### config.mk
export PLATFORM = sky130hd
export DESIGN_NAME = friscv_issue_scoreboard
export DESIGN_NICKNAME = d
export VERILOG_FILES = /design/src/rtl/friscv_issue_scoreboard.sv
export SDC_FILE = /design/constraint.sdc
export NUM_CORES = 1
export LEC_CHECK = 0
export CORE_ASPECT_RATIO = 0.9
export CORE_MARGIN = 3
export CORE_UTILIZATION = 41
export CTS_BUF_LIST = sky130_fd_sc_hd__clkbuf_2
export DETAILED_ROUTE_END_ITERATION = 6
export SLEW_MARGIN = 20
export SYNTH_ARGS = -nofsm -noshare
export SYNTH_HDL_FRONTEND = slang
export SYNTH_SLANG_ARGS = --single-unit
### constraint.sdc
create_clock -name aclk -period 9.2 [get_ports aclk]
set_input_delay 1.84 -clock aclk [delete_from_list [all_inputs] [get_ports aclk]]
set_output_delay 1.84 -clock aclk [all_outputs]
set_load 0.02 [all_outputs]
### src/rtl/friscv_issue_scoreboard.sv
// Single-entry issue stage with a central per-register pending-write scoreboard.
// Optional FRISCV_SCB_RETIRE_FWD_EN: same-cycle retires are subtracted before the hazard check.
module friscv_issue_scoreboard #(
    parameter int NB_UNIT    = 3,
    parameter int NB_INT_REG = 32,
    parameter int CNT_W      = 3,
    parameter int INST_BUS_W = 80
) (
    input  logic                    aclk,
    input  logic                    aresetn,
    input  logic                    i_valid,
    output logic                    i_ready,
    input  logic [INST_BUS_W-1:0]   i_instbus,
    input  logic [NB_UNIT-1:0]      i_unit,
    input  logic [4:0]              i_rs1,
    input  logic [4:0]              i_rs2,
    input  logic [4:0]              i_rd,
    input  logic                    i_rd_wr,
    output logic [NB_UNIT-1:0]      o_valid,
    input  logic [NB_UNIT-1:0]      o_ready,
    output logic [INST_BUS_W-1:0]   o_instbus,
    input  logic [NB_UNIT-1:0]      ret_valid,
    input  logic [NB_UNIT*5-1:0]    ret_rd,
    output logic                    busy,
    output logic                    err_unit,
    output logic                    err_retire
);

    // Wide enough for a counter plus up to 8 same-cycle retires without wrapping.
    localparam int SUM_W = CNT_W + 4;

    logic                  full_reg;
    logic [INST_BUS_W-1:0] instbus_reg;
    logic [NB_UNIT-1:0]    unit_reg;
    logic [4:0]            rs1_reg;
    logic [4:0]            rs2_reg;
    logic [4:0]            rd_reg;
    logic                  rd_wr_reg;
    logic                  err_unit_reg;
    logic                  err_retire_reg;

    logic [NB_INT_REG-1:0] pend;
    logic [NB_INT_REG-1:0] cnt_nz;
    logic [NB_INT_REG-1:0] err_hit;
    logic [31:0]           pend_ext;
    logic                  hazard;
    logic                  issue;
    logic                  accept;
    logic                  unit_ok;

    assign unit_ok = (i_unit != '0) && ((i_unit & (i_unit - NB_UNIT'(1))) == '0);

    // Registers beyond NB_INT_REG read as never pending.
    assign pend_ext = 32'(pend);
    // A non-zero count already covers the saturated (max) count, so the WAW
    // check alone guarantees the increment can never overflow.
    assign hazard   = pend_ext[rs1_reg] | pend_ext[rs2_reg] | (rd_wr_reg & pend_ext[rd_reg]);

    assign o_valid    = (full_reg && !hazard) ? unit_reg : '0;
    assign issue      = |(o_valid & o_ready);
    assign i_ready    = !full_reg || issue;
    assign accept     = i_valid && i_ready;
    assign o_instbus  = instbus_reg;
    assign busy       = full_reg || (|cnt_nz);
    assign err_unit   = err_unit_reg;
    assign err_retire = err_retire_reg;

    // Instructions with a bad unit select are swallowed: never stored, only flagged.
    always_ff @(posedge aclk) begin
        if (!aresetn) begin
            full_reg     <= 1'b0;
            err_unit_reg <= 1'b0;
        end else begin
            err_unit_reg <= accept && !unit_ok;
            if (accept) begin
                full_reg <= unit_ok;
            end else if (issue) begin
                full_reg <= 1'b0;
            end
        end
    end

    always_ff @(posedge aclk) begin
        if (accept) begin
            instbus_reg <= i_instbus;
            unit_reg    <= i_unit;
            rs1_reg     <= i_rs1;
            rs2_reg     <= i_rs2;
            rd_reg      <= i_rd;
            rd_wr_reg   <= i_rd_wr;
        end
    end

    always_ff @(posedge aclk) begin
        if (!aresetn) begin
            err_retire_reg <= 1'b0;
        end else if (|err_hit) begin
            err_retire_reg <= 1'b1;
        end
    end

    genvar gi;
    generate
        for (gi = 0; gi < NB_INT_REG; gi++) begin : g_reg
            logic [CNT_W-1:0] cnt_reg;
            logic [CNT_W-1:0] cnt_next;
            logic [CNT_W-1:0] cnt_eff;
            logic [SUM_W-1:0] nret;
            logic [SUM_W-1:0] sum;
            logic             inc;

            always_comb begin
                nret = '0;
                for (int k = 0; k < NB_UNIT; k++) begin
                    if (gi != 0 && ret_valid[k] && ret_rd[k*5 +: 5] == 5'(gi)) begin
                        nret = nret + SUM_W'(1);
                    end
                end
            end

            assign inc          = (gi != 0) && issue && rd_wr_reg && (rd_reg == 5'(gi));
            assign sum          = SUM_W'(cnt_reg) + SUM_W'(inc);
            assign err_hit[gi]  = sum < nret;
            assign cnt_next     = err_hit[gi] ? '0 : CNT_W'(sum - nret);
            assign cnt_nz[gi]   = cnt_reg != '0;

`ifdef FRISCV_SCB_RETIRE_FWD_EN
            assign cnt_eff = (SUM_W'(cnt_reg) > nret) ? CNT_W'(SUM_W'(cnt_reg) - nret) : '0;
`else
            assign cnt_eff = cnt_reg;
`endif
            assign pend[gi] = (gi != 0) && (cnt_eff != '0);

            always_ff @(posedge aclk) begin
                if (!aresetn) begin
                    cnt_reg <= '0;
                end else begin
                    cnt_reg <= cnt_next;
                end
            end
        end
    endgenerate

endmodule
==> out/results.ini <==
[outcome]
status = finished, violations left
failed_checks = DRC

[setup_path]
critPathTopFamily = simple AND/OR/NAND/NOR gates
required_ns = 7.36
path_buf_inv = 1
worstSetupStartpointType = flop
r2r_slack_ns = 3.52
crit_type = reg2out
end_kind = primary output
critPathMaxFanout = 17
cpPeakStageDelay_ns = 0.93
slowest_stage = edfxtp_1
arrival_ns = 4.37
crit_chain = nor4b_1, o22ai_1, a31oi_1, nand4_1, o32ai_2, nand3_1, nor2_1, clkdlybuf4s50_1

[power]
power-per-cell-area_nw_per_um2 = 119
total_power_w = 0.00192
leakagePower_nw = 7.09
peakVddDrop_mv = 0.0762

[sta]
drv_slew = 0
hold_viol = 0
rsz0062_at_grt = no
max_slew_margin = 0.338
period_needed_ns = 6.21
setup_viol = 0
tns_ns = 0
fmax_ghz = 0.161
fin_crit_sh = 0.675
max_slew.worst_pin.slew_ns = 0.986
finalClockSkew_ns = 0.0565

[cts]
ctsResizeCount = 0
cts_root_buf = clkbuf_2
cts_made_buffers = 17
clock_latency_ns = 0.87
clk_path_buf_depth = 2
cts_setup_buffers = 0
cts.sinks = 195
clk_pin_slew_ns = 0.32
cts_hold_buf = 0
cts_tree = built
cts_htree_levels = 4

[placement]
hpwl_um = 32200
gp_congestion = 0.979
place_area_um2 = 15900
port_buffers = 209

[detailed_routing]
dr.pass1.iters = 7
antenna_left = 0
avgViaCountPerCell = 5.34
drtIter0Drc = 792
via_count = 11000
drc = 3
wire_per_inst_um = 19.2
routed_wl_um = 39500

[synth]
synth_top_cell_area_share = 0.223
yosysSeqAreaShare = 0.366
synth.top_cells.by_area = edfxtp_1 22%, ha_1 19%, dfxtp_1 14%
yosys_warnings = 0
yosysMostFrequentCell = ha_1
synthDistinctLibCells = 54
async_flop_share = 0
syn_area_um2 = 13400
synth_edf_count = 99
yosys_register_bits = 195
synthTopCellsByCount = 200 x ha_1, 185 x nor2_1, 148 x inv_1
syn_inst = 1428
ys_dominant_reg_cell = edfxtp_1
syn_nets = 1782
syn_area_per_cell_um2 = 9.35
synth_top_area_cell = edfxtp_1

[die]
die_area_um2 = 34800
core_um2 = 32000
die_h_um = 177
num_rows = 62
pin_count = 210
start_util = 0.417
die_x_um = 196

[layout]
design_area_um2 = 16100
final.fill_count = 3027
multi_input_area_um2 = 7780
register_area_um2 = 4890
largest_reg_flops = 93
utilization = 0.503
nNetsFinal = 1983
syn_to_final_growth_pct = 20.7
layout-drive-gt1-share = 0.0365

[grt]
grt_max_degree = 63
grt_pass1_vias = 10300
grt_antenna_before_repair = 1
gr-usage-all-layers = 0.228
grt_pass1_wl_um = 60000
overflow = 0

[hold_path]
hold_class = reg2reg

[run]
cap_viol_max_count = 0

## cells by family (layout without fill, tap and decap cells)
| family | count (synthesis) | in the layout | synth area share |
|---|---|---|---|
| AOI/OAI and AO/OA | 176 | 176 | 0.0808 |
| xor gates and xnor gates | 94 | 94 | 0.0616 |
| adders and majority gates | 231 | 231 | 0.234 |
| buffers and inverters | 177 | 391 | 0.0509 |
| DFF | 195 | 195 | 0.366 |
| muxes | 16 | 16 | 0.0170 |
| other | 0 | 1 | 0 |
| and+or+nand+nor | 539 | 539 | 0.189 |
## final cells by class
type                    instances  share of cell area
inverters                     148              0.0344
diodes                          1            0.000155
clock inverters                15              0.0112
flip-flops and latches        195               0.304
clock buffers                  17             0.00528
well taps                     416              0.0323
multi-input cells            1056               0.483
repair buffers                211               0.130
## routing by layer
layer | up-vias | share of wire | global-route usage
li1 | 5336 | - | -
met4 | 0 | 0.024 | 0.0633
met3 | 60 | 0.064 | 0.0478
met2 | 368 | 0.46 | 0.368
met1 | 5233 | 0.45 | 0.311
met5 | - | 0 | 0
## power by group
part | internal [W] | switching [W]
combinational | 0.000186 | 0.000232
clock | 0.000139 | 0.000344
sequential | 0.000971 | 0.0000448
## stage by stage
stage          std cells  setup WS [ns]  hold WS, ns
5_1_grt             2059           2.64        0.620
3_5_place_dp        2026           3.22        0.565
6_report            2059           2.99        0.594
3_3_place_gp        2026           3.40        0.562
2_1_floorplan       1428           3.90        0.528
4_1_cts             2058           2.88        0.592
## final timing paths
kind | startpoint | endpoint | depth (start not counted)
setup reg to reg | rs2_reg[2]$_DFFE_PP_ | err_retire$_SDFFE_PN0P_ | 15
hold / removal | g_reg[5].cnt_eff[2]$_SDFF_PP0_ | g_reg[5].cnt_eff[2]$_SDFF_PP0_ | 2
setup / recovery | rs1_reg[1]$_DFFE_PP_ | o_valid[0] | 8
hold reg to reg | g_reg[5].cnt_eff[2]$_SDFF_PP0_ | g_reg[5].cnt_eff[2]$_SDFF_PP0_ | 2
## cell usage in the layout (no fill, tap or decap), types with 9 or more instances in the layout
cell type / synthesis / routed
nor4_1: 27 / 27
fa_1: 31 / 31
a21oi_1: 64 / 64
nor3_1: 39 / 39
xnor2_1: 63 / 63
clkbuf_2: 0 / 17
a31oi_1: 16 / 16
a2111oi_0: 9 / 9
nand4_1: 21 / 21
nor2_1: 185 / 185
ha_1: 200 / 200
nand2b_1: 23 / 23
nor2b_1: 18 / 18
o21ai_0: 52 / 52
dfxtp_1: 96 / 96
clkdlybuf4s50_1: 0 / 208
a211oi_1: 11 / 11
edfxtp_1: 99 / 99
nand3_1: 28 / 28
inv_1: 148 / 148
xor2_1: 31 / 31
and3_1: 29 / 29
nand2_1: 140 / 140
## worst reg2reg max path: cells and delay by family, from the launching register on
family,cells,cell delay (ns)
AO/OA/AOI/OAI,7,1.75
AND/OR/NAND/NOR,5,2.22
flip-flops,1,0.80
adder cells (fa/ha/maj),3,0.82
(Power assumes the default switching activity.)
